**src/rtl/riscv_core_pkg.sv**
```systemverilog
// Shared types for the RV64A atomic sequencer.
// FSM states, AMO ALU op codes and reservation granule mask.
package riscv_core_pkg;

   typedef enum logic [1:0] {
      IDLE,
      RD,
      WR,
      DONE
   } amo_state_e;

   typedef enum logic [3:0] {
      AMO_SWAP = 4'd0,
      AMO_ADD  = 4'd1,
      AMO_XOR  = 4'd2,
      AMO_AND  = 4'd3,
      AMO_OR   = 4'd4,
      AMO_MIN  = 4'd5,
      AMO_MAX  = 4'd6,
      AMO_MAXU = 4'd7,
      AMO_MINU = 4'd8
   } amo_op_e;

   // Reservation granule is one doubleword
   localparam logic [63:0] RESV_ALIGN_MASK = ~64'h7;

endpackage

```
**src/rtl/riscv_core_amo_ctrl_if.sv**
```systemverilog
// Core-side atomic request and data-memory port bundle.
// slave = atomic sequencer view, master = core/memory view.
interface riscv_core_amo_ctrl_if #(
   parameter int DATA_WIDTH = 64
);

   logic                  i_amo_valid;
   logic [3:0]            i_amo_op;
   logic                  i_amo_lr;
   logic                  i_amo_sc;
   logic                  i_amo_word;
   logic [DATA_WIDTH-1:0] i_amo_addr;
   logic [DATA_WIDTH-1:0] i_amo_wdata;
   logic                  o_amo_busy;
   logic                  o_amo_done;
   logic [DATA_WIDTH-1:0] o_amo_rd_data;
   logic                  o_mem_req;
   logic                  o_mem_we;
   logic                  o_mem_word;
   logic [DATA_WIDTH-1:0] o_mem_addr;
   logic [DATA_WIDTH-1:0] o_mem_wdata;
   logic                  i_mem_ack;
   logic [DATA_WIDTH-1:0] i_mem_rdata;
   logic                  i_resv_clear;

   modport slave (
      input  i_amo_valid, i_amo_op, i_amo_lr, i_amo_sc,
      input  i_amo_word, i_amo_addr, i_amo_wdata,
      output o_amo_busy, o_amo_done, o_amo_rd_data,
      output o_mem_req, o_mem_we, o_mem_word,
      output o_mem_addr, o_mem_wdata,
      input  i_mem_ack, i_mem_rdata, i_resv_clear
   );

   modport master (
      output i_amo_valid, i_amo_op, i_amo_lr, i_amo_sc,
      output i_amo_word, i_amo_addr, i_amo_wdata,
      input  o_amo_busy, o_amo_done, o_amo_rd_data,
      input  o_mem_req, o_mem_we, o_mem_word,
      input  o_mem_addr, o_mem_wdata,
      output i_mem_ack, i_mem_rdata, i_resv_clear
   );

endinterface

```
**src/rtl/riscv_core_amo_alu.sv**
```systemverilog
// Combinational AMO ALU: new memory value from loaded value and rs2.
// Operands arrive sign-extended for .W so MIN/MAX(U) need no size input.
module riscv_core_amo_alu
   import riscv_core_pkg::*;
#(
   parameter int DATA_WIDTH = 64
) (
   input  logic [3:0]            i_op,
   input  logic [DATA_WIDTH-1:0] i_mem,
   input  logic [DATA_WIDTH-1:0] i_core,
   output logic [DATA_WIDTH-1:0] o_res
);

   logic lt_s;
   logic lt_u;

   assign lt_s = $signed(i_mem) < $signed(i_core);
   assign lt_u = i_mem < i_core;

   always_comb begin
      o_res = '0;
      case (i_op)
         AMO_SWAP: o_res = i_core;
         AMO_ADD:  o_res = i_mem + i_core;
         AMO_XOR:  o_res = i_mem ^ i_core;
         AMO_AND:  o_res = i_mem & i_core;
         AMO_OR:   o_res = i_mem | i_core;
         AMO_MIN:  o_res = lt_s ? i_mem : i_core;
         AMO_MAX:  o_res = lt_s ? i_core : i_mem;
         AMO_MAXU: o_res = lt_u ? i_core : i_mem;
         AMO_MINU: o_res = lt_u ? i_mem : i_core;
         default:  o_res = '0;
      endcase
   end

endmodule

```
**src/rtl/riscv_core_amo_ctrl.sv**
```systemverilog
// RV64A sequencer: locked AMO read-modify-write and LR/SC with
// a single reservation, between memory stage and data-memory port.
module riscv_core_amo_ctrl
   import riscv_core_pkg::*;
#(
   parameter int DATA_WIDTH = 64
) (
   input  logic                  i_clk,
   input  logic                  i_rst,
   riscv_core_amo_ctrl_if.slave  bus
);

   localparam logic [DATA_WIDTH-1:0] MASK = DATA_WIDTH'(RESV_ALIGN_MASK);

   amo_state_e            state_q, state_d;
   logic [3:0]            op_q, op_d;
   logic                  lr_q, lr_d;
   logic                  sc_q, sc_d;
   logic                  word_q, word_d;
   logic [DATA_WIDTH-1:0] addr_q, addr_d;
   logic [DATA_WIDTH-1:0] wdata_q, wdata_d;
   logic [DATA_WIDTH-1:0] ld_q, ld_d;
   logic [DATA_WIDTH-1:0] rd_q, rd_d;
   logic                  resv_vld_q, resv_vld_d;
   logic [DATA_WIDTH-1:0] resv_addr_q, resv_addr_d;

   logic [DATA_WIDTH-1:0] ld_ext;
   logic [DATA_WIDTH-1:0] core_op;
   logic [DATA_WIDTH-1:0] alu_res;
   logic                  resv_hit;

   function automatic logic [DATA_WIDTH-1:0] sext_w(input logic [31:0] v);
      sext_w = {{(DATA_WIDTH-32){v[31]}}, v};
   endfunction

   assign ld_ext   = word_q ? sext_w(bus.i_mem_rdata[31:0]) : bus.i_mem_rdata;
   assign core_op  = word_q ? sext_w(wdata_q[31:0]) : wdata_q;
   assign resv_hit = resv_vld_q && (resv_addr_q == (bus.i_amo_addr & MASK));

   riscv_core_amo_alu #(
      .DATA_WIDTH(DATA_WIDTH)
   ) u_amo_alu (
      .i_op   (op_q),
      .i_mem  (ld_q),
      .i_core (core_op),
      .o_res  (alu_res)
   );

   always_comb begin
      state_d     = state_q;
      op_d        = op_q;
      lr_d        = lr_q;
      sc_d        = sc_q;
      word_d      = word_q;
      addr_d      = addr_q;
      wdata_d     = wdata_q;
      ld_d        = ld_q;
      rd_d        = rd_q;
      resv_vld_d  = resv_vld_q;
      resv_addr_d = resv_addr_q;

      bus.o_amo_busy    = (state_q != IDLE);
      bus.o_amo_done    = 1'b0;
      bus.o_amo_rd_data = rd_q;
      bus.o_mem_req     = 1'b0;
      bus.o_mem_we      = 1'b0;
      bus.o_mem_word    = 1'b0;
      bus.o_mem_addr    = '0;
      bus.o_mem_wdata   = '0;

      unique case (state_q)
         IDLE: begin
            if (bus.i_amo_valid) begin
               op_d    = bus.i_amo_op;
               lr_d    = bus.i_amo_lr;
               sc_d    = bus.i_amo_sc;
               word_d  = bus.i_amo_word;
               addr_d  = bus.i_amo_addr;
               wdata_d = bus.i_amo_wdata;
               // SC outcome is decided here and never revisited
               if (bus.i_amo_sc && !resv_hit) begin
                  rd_d    = DATA_WIDTH'(1);
                  state_d = DONE;
               end else begin
                  state_d = RD;
               end
            end
         end
         RD: begin
            bus.o_mem_req  = 1'b1;
            bus.o_mem_word = word_q;
            bus.o_mem_addr = addr_q;
            if (bus.i_mem_ack) begin
               ld_d = ld_ext;
               if (lr_q) begin
                  rd_d        = ld_ext;
                  resv_vld_d  = 1'b1;
                  resv_addr_d = addr_q & MASK;
                  state_d     = DONE;
               end else begin
                  state_d = WR;
               end
            end
         end
         WR: begin
            bus.o_mem_req   = 1'b1;
            bus.o_mem_we    = 1'b1;
            bus.o_mem_word  = word_q;
            bus.o_mem_addr  = addr_q;
            bus.o_mem_wdata = sc_q ? wdata_q : alu_res;
            if (bus.i_mem_ack) begin
               rd_d    = sc_q ? '0 : ld_q;
               state_d = DONE;
            end
         end
         DONE: begin
            bus.o_amo_done = 1'b1;
            if (sc_q) resv_vld_d = 1'b0;
            state_d = IDLE;
         end
      endcase

      if (bus.i_resv_clear) resv_vld_d = 1'b0;
   end

   always_ff @(posedge i_clk) begin
      if (i_rst) begin
         state_q     <= IDLE;
         op_q        <= '0;
         lr_q        <= 1'b0;
         sc_q        <= 1'b0;
         word_q      <= 1'b0;
         addr_q      <= '0;
         wdata_q     <= '0;
         ld_q        <= '0;
         rd_q        <= '0;
         resv_vld_q  <= 1'b0;
         resv_addr_q <= '0;
      end else begin
         state_q     <= state_d;
         op_q        <= op_d;
         lr_q        <= lr_d;
         sc_q        <= sc_d;
         word_q      <= word_d;
         addr_q      <= addr_d;
         wdata_q     <= wdata_d;
         ld_q        <= ld_d;
         rd_q        <= rd_d;
         resv_vld_q  <= resv_vld_d;
         resv_addr_q <= resv_addr_d;
      end
   end

endmodule
```
**src/flat_wrapper.sv**
```systemverilog
// flat-port wrapper written by rule: the top's interface ports become plain ports
module riscv_core_amo_ctrl_flat import riscv_core_pkg::*;
#(
   parameter int DATA_WIDTH = 64
)
  (i_clk, i_rst, bus_i_amo_valid, bus_i_amo_op, bus_i_amo_lr, bus_i_amo_sc, bus_i_amo_word, bus_i_amo_addr, bus_i_amo_wdata, bus_o_amo_busy, bus_o_amo_done, bus_o_amo_rd_data, bus_o_mem_req, bus_o_mem_we, bus_o_mem_word, bus_o_mem_addr, bus_o_mem_wdata, bus_i_mem_ack, bus_i_mem_rdata, bus_i_resv_clear);
  riscv_core_amo_ctrl_if #(.DATA_WIDTH(DATA_WIDTH)) bus_i ();
  input  logic i_clk;
  input  logic i_rst;
  input wire logic [$bits(bus_i.i_amo_valid)-1:0] bus_i_amo_valid;
  input wire logic [$bits(bus_i.i_amo_op)-1:0] bus_i_amo_op;
  input wire logic [$bits(bus_i.i_amo_lr)-1:0] bus_i_amo_lr;
  input wire logic [$bits(bus_i.i_amo_sc)-1:0] bus_i_amo_sc;
  input wire logic [$bits(bus_i.i_amo_word)-1:0] bus_i_amo_word;
  input wire logic [$bits(bus_i.i_amo_addr)-1:0] bus_i_amo_addr;
  input wire logic [$bits(bus_i.i_amo_wdata)-1:0] bus_i_amo_wdata;
  output wire logic [$bits(bus_i.o_amo_busy)-1:0] bus_o_amo_busy;
  output wire logic [$bits(bus_i.o_amo_done)-1:0] bus_o_amo_done;
  output wire logic [$bits(bus_i.o_amo_rd_data)-1:0] bus_o_amo_rd_data;
  output wire logic [$bits(bus_i.o_mem_req)-1:0] bus_o_mem_req;
  output wire logic [$bits(bus_i.o_mem_we)-1:0] bus_o_mem_we;
  output wire logic [$bits(bus_i.o_mem_word)-1:0] bus_o_mem_word;
  output wire logic [$bits(bus_i.o_mem_addr)-1:0] bus_o_mem_addr;
  output wire logic [$bits(bus_i.o_mem_wdata)-1:0] bus_o_mem_wdata;
  input wire logic [$bits(bus_i.i_mem_ack)-1:0] bus_i_mem_ack;
  input wire logic [$bits(bus_i.i_mem_rdata)-1:0] bus_i_mem_rdata;
  input wire logic [$bits(bus_i.i_resv_clear)-1:0] bus_i_resv_clear;
  assign bus_i.i_amo_valid = bus_i_amo_valid;
  assign bus_i.i_amo_op = bus_i_amo_op;
  assign bus_i.i_amo_lr = bus_i_amo_lr;
  assign bus_i.i_amo_sc = bus_i_amo_sc;
  assign bus_i.i_amo_word = bus_i_amo_word;
  assign bus_i.i_amo_addr = bus_i_amo_addr;
  assign bus_i.i_amo_wdata = bus_i_amo_wdata;
  assign bus_o_amo_busy = bus_i.o_amo_busy;
  assign bus_o_amo_done = bus_i.o_amo_done;
  assign bus_o_amo_rd_data = bus_i.o_amo_rd_data;
  assign bus_o_mem_req = bus_i.o_mem_req;
  assign bus_o_mem_we = bus_i.o_mem_we;
  assign bus_o_mem_word = bus_i.o_mem_word;
  assign bus_o_mem_addr = bus_i.o_mem_addr;
  assign bus_o_mem_wdata = bus_i.o_mem_wdata;
  assign bus_i.i_mem_ack = bus_i_mem_ack;
  assign bus_i.i_mem_rdata = bus_i_mem_rdata;
  assign bus_i.i_resv_clear = bus_i_resv_clear;
  riscv_core_amo_ctrl #(.DATA_WIDTH(DATA_WIDTH)) u_core (.i_clk(i_clk), .i_rst(i_rst), .bus(bus_i));
endmodule
```
**config.mk**
```make
export PLATFORM = sky130hd
export DESIGN_NAME = riscv_core_amo_ctrl_flat
export DESIGN_NICKNAME = d
export VERILOG_FILES = /design/src/rtl/riscv_core_pkg.sv /design/src/rtl/riscv_core_amo_ctrl_if.sv /design/src/rtl/riscv_core_amo_alu.sv /design/src/rtl/riscv_core_amo_ctrl.sv /design/src/flat_wrapper.sv
export SDC_FILE = /design/constraint.sdc
export NUM_CORES = 1
export LEC_CHECK = 0
export CORE_MARGIN = 3
export CORE_UTILIZATION = 31
export DETAILED_ROUTE_END_ITERATION = 10
export GPL_TIMING_DRIVEN = 0
export PLACE_DENSITY_LB_ADDON = 0.3
export SLEW_MARGIN = 10
export SYNTH_ARGS = -nofsm -noshare
export SYNTH_HDL_FRONTEND = slang
export SYNTH_HIERARCHICAL = 1
export SYNTH_SLANG_ARGS = --single-unit
```
**constraint.sdc**
```tcl
create_clock -name i_clk -period 15.2 [get_ports i_clk]
set_input_delay 1.52 -clock i_clk [delete_from_list [all_inputs] [get_ports i_clk]]
set_output_delay 1.52 -clock i_clk [all_outputs]
set_load 0.1 [all_outputs]
```
## Yosys cells after proc, flatten, opt, wreduce, memory -nomap -nowiden

Index checks and enable logic that the tools add are counted.
Widths: inputs -> output; s select.

| cells by class | value |
|---|---|
| equal/unequal tests | 18 |
| $lt $le $gt $ge | 2 |
| multipliers | 0 |
| multiplexer cells | 31 |
| bitwise operators | 3 |
| shifts and indexed selects | 0 |
| divide/modulo/power cells | 0 |
| reductions and logical operators | 16 |
| $add $sub $neg | 1 |

Operator list:

| cell | count |
|---|---|
| $mux 64 | 15 |
| $pmux 64 s9 | 1 |
| $pmux 64 s3 | 1 |
| $lt 64x64->1 | 2 |
| $add 64x64->64 | 1 |
| $and 64x64->64 | 1 |
| $or 64x64->64 | 1 |
| $xor 64x64->64 | 1 |
| $eq 61x61->1 | 1 |
| $eq 4x3->1 const B | 4 |
| $eq 4x2->1 const B | 2 |
| $mux 1 | 8 |
| $mux 2 | 4 |
| $pmux 2 s4 | 1 |
| $ne 2x1->1 const B | 3 |
| $ne 2x2->1 const B | 3 |
| $reduce_and 3->1 | 2 |
| $reduce_and 6->1 | 1 |
| $eq 2x2->1 const B | 2 |
| $eq 4x1->1 const B | 1 |
| $eq 4x4->1 const B | 1 |
| $logic_not 4->1 | 1 |
| $reduce_and 2->1 | 2 |
| $reduce_and 4->1 | 1 |
| 8 further kinds | 11 |

| word-level totals | value |
|---|---|
| register bits after elaboration | 327 |
| word-level logic and storage cells | 82 |
| bits in latches | 0 |
| output and inout bits | 197 |
| bits in read-only memories | 0 |
| RAM bits | 0 |
| input port bits | 204 |
| memories | 0 |

## Depth between registers and ports, before layout

| depth | value |
|---|---|
| word-level depth | 7 |
| depth in mapped cells | 21 |
| depth with buffers taken out | 16 |

## By module

Netlist, hierarchy kept.

By module, submodules not included:

| module | sequential area each (um^2) | times used | cells an instance | area an instance (um^2) |
|---|---|---|---|---|
| riscv_core_amo_ctrl | 6546.3 | 1 | 1982 | 15582.4 |
| riscv_core_amo_alu | 0.0 | 1 | 1425 | 9382.7 |

## Least setup slack after synthesis

No wires, ideal clock.

| timing | value |
|---|---|
| path kind | register to output |
| start point | register u_core.word_q |
| end point | output port bus_o_mem_wdata[33] |
| data arrival time | 5619 ps |
| slack | 8061 ps |
| data required time | 13680 ps |
| cell stages (with the launch flop) | 22 |
| buffers on the path | 5 |
| cells stage by stage | dfxtp_1 clkbuf_1 nand2_1 clkbuf_1 o21ai_0 inv_1 ha_1 clkbuf_1 or4_4 or4_4 nor3b_2 o211ai_1 o21ai_2 nor2_2 a211oi_1 or3_1 buf_2 buf_1 a22oi_1 o211ai_1 mux2i_1 nor2b_1 |

| on the way | value |
|---|---|
| cells in the longest elaborated chain, start to end | 6 |
| elaborated cells between the ends (all ways) | 14 |
| those cells by class | add/sub (1); order compare (2); mux (8); bitwise (3) |

Ends and longest elaborated chain:

| what | RTL line | RTL |
|---|---|---|
| start: declaration | riscv_core_amo_ctrl.sv:19 | `logic word_q, word_d;` |
| start signal: assignment | riscv_core_amo_ctrl.sv:144 | `word_q <= word_d;` |
| $mux 64 * | riscv_core_amo_ctrl.sv:37 | `assign core_op = word_q ? sext_w(wdata_q[31:0]) : wdata_q;` |
| named net u_core.core_op[56] | riscv_core_amo_ctrl.sv:28 | `logic [DATA_WIDTH-1:0] core_op;` |
| $lt 64x64->1 (on tied branches) | riscv_core_amo_alu.sv:18, riscv_core_amo_alu.sv:17 |  |
| $mux 64 (on tied branches) | - |  |
| $pmux 64 s9 * | riscv_core_amo_alu.sv:22 | `case (i_op)` |
| named net u_core.alu_res[33] | riscv_core_amo_ctrl.sv:29 | `logic [DATA_WIDTH-1:0] alu_res;` |
| $mux 64 * | riscv_core_amo_ctrl.sv:110 | `bus.o_mem_wdata = sc_q ? wdata_q : alu_res;` |
| $mux 64 * | riscv_core_amo_ctrl.sv:71 | `unique case (state_q)` |
| end: declaration | flat_wrapper.sv:24 | `output wire logic [$bits(bus_i.o_mem_wdata)-1:0] bus_o_mem_wdata;` |

The timed path passes the listed nets; every way through them passes the cells marked *.

## Worst setup path in the final report

| timing | value |
|---|---|
| start point | register u_core.word_q |
| end point | output port bus_o_mem_wdata[36] |

The elaborated chain is that of the path after synthesis.

==> results.yml <==
critical_path:
  endpoint_kind: "output port"
  crit_start: "u_core/word_q"
  critPathLaunchType: "flip-flop"
  crit_end: "bus_o_mem_wdata[36]"
  cp_max_fo: 10
  worstPathArrival_ps: 9920
  critical_path_class: "reg -> out"
  r2r_cells: 8
  crit_required_ps: 13680
  reg2reg_to: "u_core/addr_q[14]"
  r2r_slack_ps: 11590
  r2r_start: "u_core/state_q[0]"
routing:
  viasPerCell: 5.52
  drtIter0Drc: 2577
  avgRoutedWirePerCell_um: 23.9
  ant_nets: 0
  drtPass1Iterations: 6
  totalWireLength_um: 118000
  remaining_drc_errors: 0
  vias: 27200
yosys:
  ys.warnings.count: 6
  synth_nets: 3811
  synth_cell_type_count: 80
  synth_seq_area_share_pct: 26.2
  synth_flop_cell: "dfxtp_1"
  avgSynthCellArea_um2: 7.33
  ys_ff_latch: 327
  synthArstFlopShare_pct: 0
  syn_inst: 3407
  synth_edf_count: 0
  netlist_area_um2: 25000
clock_tree:
  clk_pin_slew_ps: 70
  clkSinkCount: 327
  cts_buffers: 39
  cts_max_path_buffers: 3
  holdBufCountCts: 0
  cts_resized: 0
  insertion_delay_ps: 580
  cts_tree: "done"
  cts.htree.levels: 2
  cts-root-buf: "clkbuf_16"
  post_cts.repair.setup_buffers: 0
power_and_ir_drop:
  peakVddDrop_v: 0.0000905
  power_density_nw_per_um2: 152
  power_uw: 4800
  leakagePower_uw: 0.0111
floorplanning:
  die_area_um2: 84000
  initial_core_util_pct: 31.4
  core_area_um2: 79400
  die_x_um: 290
  io-pin-count: 401
  die_y_um: 290
  num_rows: 103
sta:
  worst_slew_pin_slew_ps: 1410
  finalMaxSlewViolations: 0
  skew_ps: 27.9
  relSlewSlack_pct: 5.88
  fmax_mhz: 87.4
  rsz0062_at_grt: "false"
  finalHoldViolCount: 0
  period_needed_ps: 11440
  fin_tns_setup_ps: 0
  min_period_over_period_pct: 75.3
  final-setup-viol-count: 0
  fin_worst_hold_slack_ps: 451
run_status:
  status: "complete, no violations"
final_layout:
  nFillCells: 8457
  final_common_cell: "nand2_1"
  drive_gt1_share_pct: 3.15
  syn_to_final_growth_pct: 26.6
  nets: 4251
  layout_common_cells: "nand2_1, clkdlybuf4s50_1, a21oi_1"
  instances_no_fill: 4932
global_routing:
  grt_overflow_total: 0
  track_usage_pct: 27.1
  antenna_found_initial: 17
  grt_pass1_wl_um: 171000
  grt_max_degree: 14
  grt_pass1_vias: 26200
worst_hold_path:
  min_path_type: "reg -> reg"
placed_design:
  gp_congestion: 0.979
  numPortBuffers: 399
  dp_hpwl_um: 91500
  placed_cells: 4856
job:
  maxCapViolations: 0
## cell type report
class                           instances  area [µm²]  share of cell area, %
Multi-Input combinational cell       2590       16500                   52.1
Sequential cell                       327        6550                   20.7
Timing Repair Buffer                  399        3990                   12.6
Tap cell                             1050        1310                   4.16
Buffer                                276        1160                   3.66
Clock buffer                           52        1090                   3.46
Inverter                              214         803                   2.54
Clock inverter                         18         225                  0.712
Antenna cell                            6        15.0                 0.0475
## cell families after synthesis
group,count (synthesis),share of synthesized area [%]
muxes,78,3.16
AOI/OAI and AO/OA,1007,26.1
xor gates and xnor gates,74,2.60
adders and majority gates,200,10.1
buffers and inverters,490,7.84
DFF,327,26.2
and+or+nand+nor,1231,24.1
## synthesized netlist by cell type, types with 34 or more instances
master	number	area share, %
dfxtp_1	327	26
a22oi_1	44	1.3
a21boi_0	40	1.2
ha_1	199	10
a221o_1	41	1.6
a221oi_1	59	2.1
a21oi_1	356	7.1
and2_1	106	2.7
mux2i_1	75	3.0
xnor2_1	40	1.4
nand2b_1	47	1.2
clkbuf_1	234	3.5
inv_1	213	3.2
nand2_1	590	8.9
nand4b_1	64	2.2
nor2_1	150	2.3
xor2_1	34	1.2
nor2b_1	117	2.9
o21ai_0	180	3.6
## metal layers
layer  wire, µm  global-route usage (%)  vias to the layer above
li1           -                       -                    12800
met1      49200                    34.7                    13000
met2      54000                    44.7                     1149
met3       9570                    5.45                      233
met4       5080                    10.7                       20
met5        143                       0                        -
## metrics by stage
step | utilization, % | area [µm²] | setup slack (ps)
final | 39.8 | 31600 | 3760
after global routing | 39.8 | 31600 | 3760
after CTS | 39.8 | 31600 | 3980
after detailed placement | 38.1 | 30300 | 4680
after global placement | 38.1 | 30300 | 4600
after floorplan | - | 25000 | 8060
## sequential cells by signal, summed over array words and instances (netlist names)
register                  count
u_core/sc_q                   1
u_core/state_q                2
u_core/lr_q                   1
u_core/ld_q                  64
u_core/op_q                   4
u_core/word_q                 1
u_core/addr_q                64
u_core/bus.o_amo_rd_data     64
u_core/resv_addr_q           61
u_core/wdata_q               64
u_core/resv_vld_q             1
## how the worst min path moves through the flow
stage | start | slack (ps) | to | cells past startpoint
3_3_place_gp | u_core/addr_q[2] | 440 | u_core/addr_q[2] | 2
3_5_place_dp | u_core/addr_q[2] | 440 | u_core/addr_q[2] | 2
4_1_cts | u_core/addr_q[2] | 450 | u_core/addr_q[2] | 2
6_report | u_core/addr_q[2] | 450 | u_core/addr_q[2] | 2
2_1_floorplan | u_core/addr_q[0] | 430 | u_core/addr_q[0] | 2
5_1_grt | u_core/addr_q[1] | 460 | u_core/addr_q[1] | 2
## power by group
part | total [µW] | switching (µW) | leakage [µW] | internal [µW]
clock network | 988 | 409 | 0.000649 | 578
registers | 1130 | 156 | 0.00266 | 978
logic | 2680 | 1930 | 0.00780 | 752
## critical path: stages (launching register included)
cell             delay (ps)
dfxtp_1                 570
clkbuf_1                790
nand2_1                 620
clkbuf_1                370
o21ai_0                 320
inv_1                   160
ha_1                    300
clkbuf_1                230
or4_4                   490
or4_4                   610
nor3b_2                 490
o211ai_1                280
o21ai_2                 320
nor2_2                  140
mux2_4                  320
a211oi_1                840
clkbuf_1                810
o21ai_0                 320
mux2i_1                 270
nor2b_1                  70
clkdlybuf4s50_1         970
Power figures use the tool's default switching activity.
